==> config.mk <==
export PLATFORM = sky130hd
export DESIGN_NAME = vf_ramp_ctrl_flat
export DESIGN_NICKNAME = d
export VERILOG_FILES = /design/src/rtl/motor_ctrl_pkg.sv /design/src/rtl/vf_ramp_ctrl_if.sv /design/src/rtl/ramp_tick_gen.sv /design/src/rtl/vf_ramp_ctrl.sv /design/src/flat_wrapper.sv
export SDC_FILE = /design/constraint.sdc
export NUM_CORES = 1
export LEC_CHECK = 0
export BUFFER_PORTS_ARGS = -buffer_cell sky130_fd_sc_hd__buf_4
export CAP_MARGIN = 20
export CORE_AREA = 2 2 88 90
export CTS_CLUSTER_SIZE = 14
export DETAILED_ROUTE_END_ITERATION = 8
export DIE_AREA = 0 0 90 92
export MAX_ROUTING_LAYER = met4
export PLACE_DENSITY_LB_ADDON = 0.08
export SLEW_MARGIN = 20
export SYNTH_ARGS = -nofsm -noshare
export SYNTH_HDL_FRONTEND = slang
export SYNTH_SLANG_ARGS = --single-unit
==> constraint.sdc <==
create_clock -name clk -period 10.85 [get_ports clk]
set_clock_uncertainty 0.2 [all_clocks]
set_input_delay 2.17 -clock clk [delete_from_list [all_inputs] [get_ports clk]]
set_output_delay 2.17 -clock clk [all_outputs]
set_load 0.01 [all_outputs]
==> src/rtl/motor_ctrl_pkg.sv <==
// Shared motor-control types and constants: frequency word width, default clamps
// and the soft-start sequencer state encoding used by the V/f drive blocks.
package motor_ctrl_pkg;

  localparam int MOTOR_FREQ_W = 7;
  localparam int F_MAX_DEF    = 50;
  localparam int F_MIN_DEF    = 2;

  typedef enum logic [2:0] {
    ST_IDLE      = 3'd0,
    ST_START     = 3'd1,
    ST_RAMP_UP   = 3'd2,
    ST_RAMP_DOWN = 3'd3,
    ST_HOLD      = 3'd4,
    ST_STOPPING  = 3'd5,
    ST_FAULT     = 3'd6
  } ramp_state_t;

endpackage

==> src/rtl/vf_ramp_ctrl_if.sv <==
// Target-frequency command channel between the speed-command source and vf_ramp_ctrl.
interface vf_ramp_ctrl_if
  import motor_ctrl_pkg::*;
#(
  parameter int FREQ_W = MOTOR_FREQ_W
) ();

  // A command transfers on a rising edge where cmd_valid && cmd_ready. The master
  // holds cmd_freq stable while cmd_valid is high; cmd_ready never depends on cmd_valid.
  logic              cmd_valid;
  logic [FREQ_W-1:0] cmd_freq;
  logic              cmd_ready;

  modport master (output cmd_valid, output cmd_freq, input  cmd_ready);
  modport slave  (input  cmd_valid, input  cmd_freq, output cmd_ready);

endinterface

==> src/rtl/ramp_tick_gen.sv <==
// RATE_DIV prescaler: counts 0..RATE_DIV-1 while enabled and flags the terminal count.
module ramp_tick_gen #(
  parameter int RATE_DIV = 50000
) (
  input  logic clk,
  input  logic rst,
  input  logic clr,
  input  logic en,
  output logic tick
);

  localparam int            CW = $clog2(RATE_DIV);
  localparam logic [CW-1:0] TC = CW'(RATE_DIV - 1);

  logic [CW-1:0] cnt_q, cnt_d;

  assign tick = en && (cnt_q == TC);

  always_comb begin
    cnt_d = cnt_q;
    if (clr) begin
      cnt_d = '0;
    end else if (en) begin
      cnt_d = tick ? '0 : cnt_q + CW'(1);
    end
  end

  always_ff @(posedge clk or posedge rst) begin
    if (rst) begin
      cnt_q <= '0;
    end else begin
      cnt_q <= cnt_d;
    end
  end

endmodule

==> src/rtl/vf_ramp_ctrl.sv <==
// Soft-start frequency sequencer: slews freq_out one unit per RATE_DIV clocks toward
// the clamped target. Optional fault input enabled by defining VF_RAMP_FAULT_EN.
module vf_ramp_ctrl
  import motor_ctrl_pkg::*;
#(
  parameter int FREQ_W   = MOTOR_FREQ_W,
  parameter int F_MAX    = F_MAX_DEF,
  parameter int F_MIN    = F_MIN_DEF,
  parameter int RATE_DIV = 50000
) (
  input  logic              clk,
  input  logic              rst,
  input  logic              run,
  vf_ramp_ctrl_if.slave     cmd,
  output logic [FREQ_W-1:0] freq_out,
  output logic              freq_upd,
  output logic              at_speed,
`ifdef VF_RAMP_FAULT_EN
  input  logic              fault_in,
`endif
  output logic [2:0]        state_o
);

  localparam logic [FREQ_W-1:0] FMAX_V = FREQ_W'(F_MAX);
  localparam logic [FREQ_W-1:0] FMIN_V = FREQ_W'(F_MIN);

  ramp_state_t       state_q, state_d;
  logic [FREQ_W-1:0] freq_q, freq_d;
  logic [FREQ_W-1:0] tgt_q, tgt_d;
  logic              upd_q, upd_d;
  logic              tick, tick_en, tick_clr, stop_req, cmd_fire;

  function automatic logic [FREQ_W-1:0] clamp_cmd(input logic [FREQ_W-1:0] f);
    if (f == '0)        return '0;
    else if (f < FMIN_V) return FMIN_V;
    else if (f > FMAX_V) return FMAX_V;
    else                 return f;
  endfunction

  // A zero target steps down but never below the running floor.
  function automatic logic [FREQ_W-1:0] step_toward(input logic [FREQ_W-1:0] f,
                                                    input logic [FREQ_W-1:0] t);
    if (f < t)                     return f + FREQ_W'(1);
    else if (f > t && f > FMIN_V)  return f - FREQ_W'(1);
    else                           return f;
  endfunction

  function automatic ramp_state_t dir_state(input logic [FREQ_W-1:0] f,
                                            input logic [FREQ_W-1:0] t);
    if (f == t)     return ST_HOLD;
    else if (f < t) return ST_RAMP_UP;
    else            return ST_RAMP_DOWN;
  endfunction

  assign cmd.cmd_ready = (state_q != ST_STOPPING) && (state_q != ST_FAULT);
  assign cmd_fire      = cmd.cmd_valid && cmd.cmd_ready;
  assign stop_req      = !run || (tgt_q == '0);
  assign tick_en       = (state_q == ST_RAMP_UP) || (state_q == ST_RAMP_DOWN) ||
                         (state_q == ST_HOLD)    || (state_q == ST_STOPPING);
  assign tick_clr      = (state_d != state_q) &&
                         ((state_d == ST_START) || (state_d == ST_STOPPING) ||
                          (state_d == ST_IDLE));

  ramp_tick_gen #(.RATE_DIV(RATE_DIV)) u_tick (
    .clk  (clk),
    .rst  (rst),
    .clr  (tick_clr),
    .en   (tick_en),
    .tick (tick)
  );

  // Steps use the registered target, so a command landing on a tick acts next tick.
  always_comb begin
    state_d = state_q;
    freq_d  = freq_q;
    tgt_d   = cmd_fire ? clamp_cmd(cmd.cmd_freq) : tgt_q;
    case (state_q)
      ST_IDLE: begin
        freq_d = '0;
        if (run && (tgt_q >= FMIN_V)) state_d = ST_START;
      end
      ST_START: begin
        freq_d  = FMIN_V;
        state_d = (tgt_q > FMIN_V) ? ST_RAMP_UP : ST_HOLD;
      end
      ST_RAMP_UP, ST_RAMP_DOWN: begin
        if (tick) freq_d = step_toward(freq_q, tgt_q);
        state_d = stop_req ? ST_STOPPING : dir_state(freq_d, tgt_q);
      end
      ST_HOLD: begin
        state_d = stop_req ? ST_STOPPING : dir_state(freq_q, tgt_q);
      end
      ST_STOPPING: begin
        if (tick) begin
          if (freq_q > FMIN_V) begin
            freq_d = freq_q - FREQ_W'(1);
          end else begin
            freq_d  = '0;
            state_d = ST_IDLE;
          end
        end
      end
      ST_FAULT: begin
        freq_d = '0;
`ifdef VF_RAMP_FAULT_EN
        if (!fault_in && !run) state_d = ST_IDLE;
`else
        state_d = ST_IDLE;
`endif
      end
      default: begin
        freq_d  = '0;
        state_d = ST_IDLE;
      end
    endcase
`ifdef VF_RAMP_FAULT_EN
    if (fault_in) begin
      freq_d  = '0;
      state_d = ST_FAULT;
    end
`endif
    upd_d = (freq_d != freq_q);
  end

  always_ff @(posedge clk or posedge rst) begin
    if (rst) begin
      state_q <= ST_IDLE;
      freq_q  <= '0;
      tgt_q   <= '0;
      upd_q   <= 1'b0;
    end else begin
      state_q <= state_d;
      freq_q  <= freq_d;
      tgt_q   <= tgt_d;
      upd_q   <= upd_d;
    end
  end

  assign freq_out = freq_q;
  assign freq_upd = upd_q;
  assign at_speed = (state_q == ST_HOLD) && (freq_q == tgt_q);
  assign state_o  = state_q;

endmodule
==> src/flat_wrapper.sv <==
// flat-port wrapper written by rule: the top's interface ports become plain ports
module vf_ramp_ctrl_flat import motor_ctrl_pkg::*;
#(
  parameter int FREQ_W   = MOTOR_FREQ_W,
  parameter int F_MAX    = F_MAX_DEF,
  parameter int F_MIN    = F_MIN_DEF,
  parameter int RATE_DIV = 50000
)
  (clk, rst, run, freq_out, freq_upd, at_speed, state_o, cmd_cmd_valid, cmd_cmd_freq, cmd_cmd_ready);
  vf_ramp_ctrl_if #(.FREQ_W(FREQ_W)) cmd_i ();
  input  logic clk;
  input  logic rst;
  input  logic run;
  output logic [FREQ_W-1:0] freq_out;
  output logic freq_upd;
  output logic at_speed;
  output logic [2:0] state_o;
  input wire logic [$bits(cmd_i.cmd_valid)-1:0] cmd_cmd_valid;
  input wire logic [$bits(cmd_i.cmd_freq)-1:0] cmd_cmd_freq;
  output wire logic [$bits(cmd_i.cmd_ready)-1:0] cmd_cmd_ready;
  assign cmd_i.cmd_valid = cmd_cmd_valid;
  assign cmd_i.cmd_freq = cmd_cmd_freq;
  assign cmd_cmd_ready = cmd_i.cmd_ready;
  vf_ramp_ctrl #(.FREQ_W(FREQ_W), .F_MAX(F_MAX), .F_MIN(F_MIN), .RATE_DIV(RATE_DIV)) u_core (.clk(clk), .rst(rst), .run(run), .cmd(cmd_i), .freq_out(freq_out), .freq_upd(freq_upd), .at_speed(at_speed), .state_o(state_o));
endmodule
==> results.yml, run 1 <==
routing:
  wl_met3_um: 398
  highest_layer: "met4"
  dr_total_vias: 2835
  wire_per_inst_um: 17.8
  drc: 0
  ant_nets: 0
  via_per_inst: 5.94
  wl_met2_mm: 4.19
  dr.first_iter.drc_count: 336
  wirelength_mm: 8.49
  firstDrtPassIters: 5
  wl_met1_mm: 3.68
min_path:
  whs_path_depth: 2
  hold_path_startpoint: "u_core.tgt_q[4]$_DFFE_PP0P_"
  min_path_type: "flop to flop"
  hold_end: "u_core.tgt_q[4]$_DFFE_PP0P_"
floorplan:
  die_h_um: 92
  rows: 32
  fp.dieW_um: 90
  floorplan.initialDensity_pct: 39.2
  coreArea_mm2: 0.00745
  io_pins: 24
  dieArea_mm2: 0.00828
grt:
  grt_usage_pct: 21.5
  grt_max_degree: 35
  antenna_found_initial: 0
  gr-total-overflow: 0
  grt_pass1_wl_mm: 13.9
  grt_pass1_vias: 2774
final_layout:
  drive_gt1_share_pct: 14.4
  finalNonFillerCells: 477
  regArea_um2: 851
  final_area_mm2: 0.00323
  nFillCells: 768
  syn_to_final_growth_pct: 10.7
  antenna_cells: 0
  multi_input_area_mm2: 0.00191
  nets: 403
sta:
  finalCritPeriodShare_pct: 48.0
  finalSetupViolCount: 0
  setup_tns_ns: 0
  worstMarginPinSlew_ns: 0.717
  grt_setup_unrepaired: "no"
  max_clock_freq_mhz: 192
  drv_slew: 0
  layout_setup_ws_ns: 5.64
  maxSlewHeadroom_pct: 52.1
  finalHoldViolCount: 0
  period_needed_ns: 5.21
  fin_hold_ws_ns: 0.329
cts:
  cts_root_buffer: "clkbuf_8"
  ctsResizeCount: 0
  htreeDepth: 2
  cts.clk_slew.worst_paths_ns: 0.08
  cts_buffer_depth: 2
  tritoncts: "yes"
  worstSkewPairLatency_ns: 0.29
  cts_sinks: 34
  ctsHoldBuffers: 0
  cts_buffers: 5
  postCtsSetupBuffers: 0
logic_synthesis:
  ys_top_cells_by_area: "dfrtp_1, ha_1, nor2_1"
  synthArstFlopShare_pct: 100
  ys.flop_type: "dfrtp_1"
  synth-seq-cells: 34
  syn_area_mm2: 0.00292
  yosysSeqAreaShare_pct: 29.1
  syn_inst: 358
  syn-num-nets: 387
  synth_top_area_cell: "dfrtp_1"
  yosysWarningCount: 0
  syn_avg_cell_area_um2: 8.15
  synth_top_cell_area_share_pct: 29.1
  synth_edf_count: 0
  synth_cell_type_count: 67
critical_path:
  ff2ff_setup_slack_ns: 5.64
  crit_path_max_fanout: 16
  crit_arrival_ns: 5.15
  cp_top_family: "compound AO/OA/AOI/OAI gates"
  path_buf_inv: 0
  cpPeakStageDelay_ns: 0.74
  cp.required_ns: 10.79
  rr_startpoint: "u_core.freq_out[3]$_DFF_PP0_"
  timing.critical_path.mode_cell: "nor2_1"
  worstSetupPathType: "flop to flop"
  critPathCaptureType: "flop"
  r2r_end: "u_core.u_tick.cnt_q[4]$_DFFE_PP0P_"
  ff2ff_path_depth: 14
  cp_cell_sequence: "ha_1 > a21oi_1 > o21ai_0 > nor2_1 > o21ai_0 > nor2_1 > o22a_1 > ha_1 > nand4_1 > or2_2 > a22o_1 > a32o_2 > o31ai_4 > nor2_1"
  critPathSlowestCell: "dfrtp_1"
  crit_path_start_kind: "flop"
pwr:
  power_leakage_nw: 1.36
  ir_worst_vdd_v: 0.0000636
  cellPowerDensity_mw_per_mm2: 73.6
placed_design:
  io_buffers: 23
  hpwl_mm: 6.18
  dp_slack_ns: 5.76
  gp_congestion: 0.899
  placedCellCount: 469
  placed_area_mm2: 0.00314
run_status:
  status: "completed"
run:
  drv_cap: 0
## through the flow
step	utilization, %	total power, mW
global route	43.4	0.248
floorplan	-	0.132
CTS	43.4	0.242
finish	43.4	0.238
detailed placement	42.1	0.137
global placement	42.1	0.137
## power breakdown
group	switching, mW	internal (mW)
combinational	0.00443	0.00301
sequential	0	0.127
clock	0.0527	0.0511
## routing by layer
metal | track usage, % | vias to the layer above
met3 | 3.62 | 24
met1 | 26.0 | 1331
met5 | - | -
met2 | 36.1 | 107
li1 | - | 1373
met4 | 8.59 | 0
## worst min-delay path, delay by kind of cell, from the launching register on
kind,cells,cell delay (ns)
DFF,1,0.38
AOI/OAI and AO/OA,1,0.07
and+or+nand+nor,1,0.05
## cells in the final DEF (no fill, tap or decap), types with 3 or more instances in the layout
| master | instances |
|---|---|
| a21oi_1 | 21 |
| nor2_1 | 43 |
| o211ai_1 | 6 |
| o21a_1 | 4 |
| a31oi_1 | 9 |
| inv_1 | 14 |
| clkbuf_8 | 6 |
| nand3_1 | 21 |
| nor4_1 | 4 |
| a22o_1 | 3 |
| or3_1 | 4 |
| buf_4 | 25 |
| xor2_1 | 8 |
| a22oi_1 | 3 |
| and3_1 | 4 |
| ha_1 | 18 |
| xnor2_1 | 8 |
| o21ai_0 | 19 |
| o2111ai_1 | 3 |
| o31ai_1 | 5 |
| nor2b_1 | 3 |
| a211o_1 | 3 |
| nor3_1 | 17 |
| a311oi_1 | 6 |
| dfrtp_1 | 34 |
| nand2_1 | 28 |
| or2_2 | 6 |
| nand4_1 | 4 |
## area by class of cell
cell class / count / share of cell area, %
flip-flops and latches: 34 / 26.3
well taps: 102 / 3.95
clock buffers: 6 / 2.56
multi-input cells: 293 / 59.2
clock inverters: 2 / 0.387
repair buffers: 25 / 5.81
inverters: 15 / 1.74
## synthesized netlist by cell type (3+ instances only)
master      n
or3_1       4
o21ai_0    19
a31oi_1     9
nor2b_1     3
a21oi_1    21
nor2_1     43
ha_1       18
nand2_1    28
a211o_1     3
a22o_1      3
nor3_1     17
inv_1      14
nand3_1    21
o21a_1      4
xor2_1      8
xnor2_1     8
a22oi_1     3
o31ai_1     5
dfrtp_1    34
nor4_1      4
or2_2       6
a311oi_1    6
o211ai_1    6
o2111ai_1   3
and3_1      4
clkbuf_1    9
nand4_1     4
## flip-flops by register name (all words and copies together) (netlist names)
name                 count
u_core.freq_out          7
u_core.freq_upd          1
u_core.state_o           3
u_core.tgt_q             7
u_core.u_tick.cnt_q     16
## worst max path at each step
stage | slack (ns) | from | cells past startpoint | endpoint
2_1_floorplan | 6.61 | u_core.freq_out[6]$_DFF_PP0_ | 16 | u_core.u_tick.cnt_q[9]$_DFFE_PP0P_
3_3_place_gp | 5.85 | u_core.freq_out[4]$_DFF_PP0_ | 14 | u_core.u_tick.cnt_q[0]$_DFFE_PP0P_
3_5_place_dp | 5.76 | u_core.freq_out[3]$_DFF_PP0_ | 14 | u_core.u_tick.cnt_q[15]$_DFFE_PP0P_
4_1_cts | 5.72 | u_core.freq_out[3]$_DFF_PP0_ | 14 | u_core.u_tick.cnt_q[4]$_DFFE_PP0P_
5_1_grt | 5.31 | u_core.freq_out[3]$_DFF_PP0_ | 14 | u_core.u_tick.cnt_q[2]$_DFFE_PP0P_
6_report | 5.64 | u_core.freq_out[3]$_DFF_PP0_ | 14 | u_core.u_tick.cnt_q[4]$_DFFE_PP0P_
## cell families after synthesis
logic type	count (synthesis)	share of synthesized area, %
AO/OA/AOI/OAI	105	25.2
buffers and inverters	31	5.27
XOR/XNOR	16	4.80
multiplexers	5	1.97
AND/OR/NAND/NOR	149	25.9
flip-flops	34	29.1
adder cells (fa/ha/maj)	18	7.72
(Power assumes the default switching activity.)
==> inputs of run 2 (changes only) <==
Clock period 10.85 ns to 5.27 ns, I/O delays scaled along.
==> results.yml, run 2 (synthesized netlist as in run 1, its figures left out) <==
sta:
  setup_tns_ns: 0
  finalHoldViolCount: 0
  drv_slew: 0
  period_needed_ns: 4.70
  maxSlewHeadroom_pct: 50.6
  layout_setup_ws_ns: 0.574
  finalCritPeriodShare_pct: 89.1
  worstMarginPinSlew_ns: 0.736
  finalSetupViolCount: 0
  max_clock_freq_mhz: 213
  grt_setup_unrepaired: "no"
routing:
  dr_total_vias: 2901
  drc: 0
  dr.first_iter.drc_count: 356
  wirelength_mm: 8.53
  via_per_inst: 5.92
  firstDrtPassIters: 5
  wire_per_inst_um: 17.4
  ant_nets: 0
grt:
  grt_pass1_vias: 2740
  grt_pass1_wl_mm: 14.0
  grt_usage_pct: 21.6
  grt_max_degree: 35
  antenna_found_initial: 0
  gr-total-overflow: 0
critical_path:
  r2r_end: "u_core.u_tick.cnt_q[6]$_DFFE_PP0P_"
  timing.critical_path.mode_cell: "nor2_1"
  cp-endpoint: "u_core.u_tick.cnt_q[6]$_DFFE_PP0P_"
  crit_arrival_ns: 4.66
  path_buf_inv: 1
  cp.required_ns: 5.24
  cpPeakStageDelay_ns: 0.52
  crit_path_start_kind: "flop"
  cp_top_family: "compound AO/OA/AOI/OAI gates"
  critPathCaptureType: "flop"
  ff2ff_setup_slack_ns: 0.57
  ff2ff_path_depth: 16
  worstSetupPathType: "flop to flop"
  critPathSlowestCell: "nor2_1"
  crit_path_max_fanout: 16
  path_depth: 16
  rr_startpoint: "u_core.freq_out[6]$_DFF_PP0_"
  cp_cell_sequence: "ha_1 > a21oi_1 > o21ai_0 > nor2_1 > mux2_2 > nor2_1 > nor2_1 > ha_1 > nand4_1 > or2_2 > a22o_1 > a32o_2 > a311o_2 > o31ai_4 > buf_4 > a311oi_1"
  crit_path_start: "u_core.freq_out[6]$_DFF_PP0_"
cts:
  cts_sinks: 34
  worstSkewPairLatency_ns: 0.30
  ctsHoldBuffers: 0
  tritoncts: "yes"
  postCtsSetupBuffers: 0
  ctsResizeCount: 0
  cts_root_buffer: "clkbuf_8"
  htreeDepth: 2
  cts_buffers: 5
  cts.clk_slew.worst_paths_ns: 0.08
  cts_buffer_depth: 2
placed_design:
  dp_slack_ns: 0.592
  placed_area_mm2: 0.00323
  placedCellCount: 482
  gp_congestion: 1.00
  io_buffers: 23
  hpwl_mm: 6.36
run:
  drv_cap: 0
min_path:
  whs_path_depth: 2
  min_path_type: "flop to flop"
final_layout:
  final_area_mm2: 0.00337
  nFillCells: 761
  finalNonFillerCells: 490
  multi_input_area_mm2: 0.00191
  drive_gt1_share_pct: 17.3
  syn_to_final_growth_pct: 15.5
  nets: 416
  final_common_cell: "nor2_1"
  largest_register_ffs: 16
  max_flop_register: "u_core.u_tick.cnt_q"
  regArea_um2: 851
  antenna_cells: 0
  layout_common_cells: "nor2_1, buf_4, dfrtp_1"
floorplan:
  dieArea_mm2: 0.00828
  floorplan.initialDensity_pct: 39.2
  fp.dieW_um: 90
  rows: 32
  coreArea_mm2: 0.00745
  io_pins: 24
  die_h_um: 92
pwr:
  cellPowerDensity_mw_per_mm2: 171
  power_leakage_nw: 1.45
  ir_worst_vdd_v: 0.000102
run_status:
  status: "completed"
[run 2: area by class of cell]
cell class              instances  area share (%)
flip-flops and latches         34            25.2
inverters                      15            1.67
clock buffers                   5            2.04
repair buffers                 38            8.46
multi-input cells             293            56.8
well taps                     102            3.78
clock inverters                 3            2.04
[run 2: per-layer routing]
metal | wire (um) | track usage (%) | part of all wire [%] | up-vias
met4 | 274 | 8.33 | 3.2 | 0
li1 | - | - | - | 1403
met1 | 3690 | 27.1 | 43 | 1334
met2 | 3970 | 35.3 | 46 | 135
met3 | 596 | 3.45 | 7.0 | 29
met5 | 0 | - | 0 | -
[run 2: report_power, final]
| part | switching (mW) | internal [mW] | total, mW |
|---|---|---|---|
| sequential | 0 | 0.261 | 0.261 |
| clock | 0.111 | 0.190 | 0.301 |
| combinational | 0.00885 | 0.00620 | 0.0151 |
[run 2: worst min-delay path by stage]
| stage | startpoint | endpoint | slack, ns |
|---|---|---|---|
| 2_1_floorplan | u_core.tgt_q[4]$_DFFE_PP0P_ | u_core.tgt_q[4]$_DFFE_PP0P_ | 0.26 |
| 6_report | u_core.tgt_q[4]$_DFFE_PP0P_ | u_core.tgt_q[4]$_DFFE_PP0P_ | 0.31 |
| 3_3_place_gp | u_core.tgt_q[4]$_DFFE_PP0P_ | u_core.tgt_q[4]$_DFFE_PP0P_ | 0.29 |
| 5_1_grt | u_core.tgt_q[4]$_DFFE_PP0P_ | u_core.tgt_q[4]$_DFFE_PP0P_ | 0.35 |
| 3_5_place_dp | u_core.tgt_q[4]$_DFFE_PP0P_ | u_core.tgt_q[4]$_DFFE_PP0P_ | 0.30 |
| 4_1_cts | u_core.tgt_q[4]$_DFFE_PP0P_ | u_core.tgt_q[4]$_DFFE_PP0P_ | 0.32 |
[run 2: worst min-delay path: stages, from the launching register on]
cell,delay (ns)
dfrtp_1,0.36
nand2_1,0.05
o21ai_0,0.06
[run 2: per-stage QoR]
stage	hold slack [ns]	util, %	power (mW)
2_1_floorplan	0.264	-	0.271
3_3_place_gp	0.294	43.4	0.281
3_5_place_dp	0.299	43.4	0.282
4_1_cts	0.316	45.3	0.584
5_1_grt	0.348	45.3	0.595
6_report	0.311	45.3	0.576
==> inputs of run 3 (changes only) <==
Settings changed: CORE_AREA 2 2 88 90 to 2 2 73 75, DIE_AREA 0 0 90 92 to 0 0 75 77, REMOVE_ABC_BUFFERS from default to 1.
==> results.yml, run 3 (synthesized netlist as in run 1, its figures left out) <==
sta:
  maxSlewHeadroom_pct: 53.3
  worstMarginPinSlew_ns: 0.700
  max_clock_freq_mhz: 202
  grt_setup_unrepaired: "no"
  finalHoldViolCount: 0
  finalSetupViolCount: 0
  finalCritPeriodShare_pct: 94.0
  setup_tns_ns: 0
  layout_setup_ws_ns: 0.316
  period_needed_ns: 4.95
  drv_slew: 0
cts:
  cts_buffer_depth: 2
  htreeDepth: 2
  tritoncts: "yes"
  cts_sinks: 34
  ctsHoldBuffers: 0
  cts_root_buffer: "clkbuf_8"
  cts.clk_slew.worst_paths_ns: 0.09
  cts_buffers: 5
  worstSkewPairLatency_ns: 0.30
critical_path:
  worstSetupPathType: "flop to flop"
  cpPeakStageDelay_ns: 0.62
  cp.required_ns: 5.21
  cp_top_family: "compound AO/OA/AOI/OAI gates"
  crit_path_start_kind: "flop"
  path_buf_inv: 0
  crit_arrival_ns: 4.89
  cp_cell_sequence: "ha_1 > nand4_1 > a21oi_1 > nor2_1 > o21ai_0 > nor2_1 > o22a_1 > ha_1 > nand4_1 > or2_2 > a22o_1 > a32o_2 > o31ai_4 > nor3_1"
  critPathCaptureType: "flop"
  crit_path_max_fanout: 16
  critPathSlowestCell: "o31ai_4"
grt:
  gr-total-overflow: 0
  antenna_found_initial: 0
  grt_pass1_vias: 2753
  grt_usage_pct: 31.5
  grt_max_degree: 35
  grt_pass1_wl_mm: 13.7
routing:
  via_per_inst: 6.55
  wirelength_mm: 8.09
  ant_nets: 0
  dr.first_iter.drc_count: 346
  drc: 0
  dr_total_vias: 2961
  wire_per_inst_um: 17.9
  firstDrtPassIters: 5
run_status:
  status: "completed"
placed_design:
  placed_area_mm2: 0.00315
  io_buffers: 23
  dp_slack_ns: 0.373
  hpwl_mm: 5.96
  gp_congestion: 0.955
floorplan:
  die_h_um: 77
  io_pins: 24
  floorplan.initialDensity_pct: 58.6
  rows: 26
  dieArea_mm2: 0.00578
  coreArea_mm2: 0.00498
  fp.dieW_um: 75
pwr:
  ir_worst_vdd_v: 0.000132
  totalPowerFinal_uw: 488
  power_leakage_nw: 1.40
  cellPowerDensity_mw_per_mm2: 150
final_layout:
  final_common_cell: "nor2_1"
  largest_register_ffs: 16
  max_flop_register: "u_core.u_tick.cnt_q"
  nets: 410
  layout_common_cells: "nor2_1, dfrtp_1, buf_4"
  drive_gt1_share_pct: 16.0
  antenna_cells: 0
  final_area_mm2: 0.00324
  syn_to_final_growth_pct: 11.1
run:
  drv_cap: 0
min_path:
  min_path_type: "flop to flop"
==> run 3: worst min-delay path, cell delays in order (launching register included) <==
cell and delay, ns:
dfrtp_1 0.38, nand2_1 0.05, o21ai_0 0.06
==> run 3: path summary, 6_finish.rpt <==
kind                                         startpoint                                   to  slack [ns]  cells after the start
setup / recovery           u_core.freq_out[5]$_DFF_PP0_  u_core.u_tick.cnt_q[15]$_DFFE_PP0P_        0.32                     14
hold / removal              u_core.tgt_q[4]$_DFFE_PP0P_          u_core.tgt_q[4]$_DFFE_PP0P_        0.33                      2
setup reg to reg           u_core.freq_out[5]$_DFF_PP0_  u_core.u_tick.cnt_q[15]$_DFFE_PP0P_        0.32                     14
hold reg to reg             u_core.tgt_q[4]$_DFFE_PP0P_          u_core.tgt_q[4]$_DFFE_PP0P_        0.33                      2
max in group asynchronous                           rst   u_core.u_tick.cnt_q[5]$_DFFE_PP0P_        3.88                      3
min in group asynchronous                           rst          u_core.tgt_q[1]$_DFFE_PP0P_        0.65                      3
==> run 3: per-stage QoR <==
stage	std cells	utilization [%]	hold WS, ns
floorplan	342	-	0.264
global placement	444	63.3	0.301
detailed placement	444	63.3	0.306
CTS	452	65.2	0.324
global route	452	65.2	0.363
finish	452	65.2	0.325
==> run 3: what timing repair did <==
action,in CTS,in global routing
buffers inserted,0,0
setup endpoints to repair,0,4
gates resized for setup,0,1
==> run 3: metal layers <==
metal,part of all wire [%],vias to the layer above,global-route usage [%]
met5,0,-,-
met4,2.8,0,11.1
met3,7.9,25,4.47
met2,44,170,44.3
li1,-,1384,-
met1,45,1382,46.0
==> run 3: layout make-up <==
cell class                 instances  area, um2
clock buffer                       6       82.6
sequential                        34        851
clock inverter                     2       12.5
multi-input combinational        293       1910
timing repair buffer              32        240
inverter                          15       56.3
tap                               70       87.6
fill                             430       1730
==> run 3: report_power, final <==
group          total [mW]  internal (mW)  switching [mW]
Clock               0.212          0.105           0.107
Combinational      0.0150        0.00619         0.00880
Sequential          0.261          0.261               0
Total               0.488          0.372           0.116
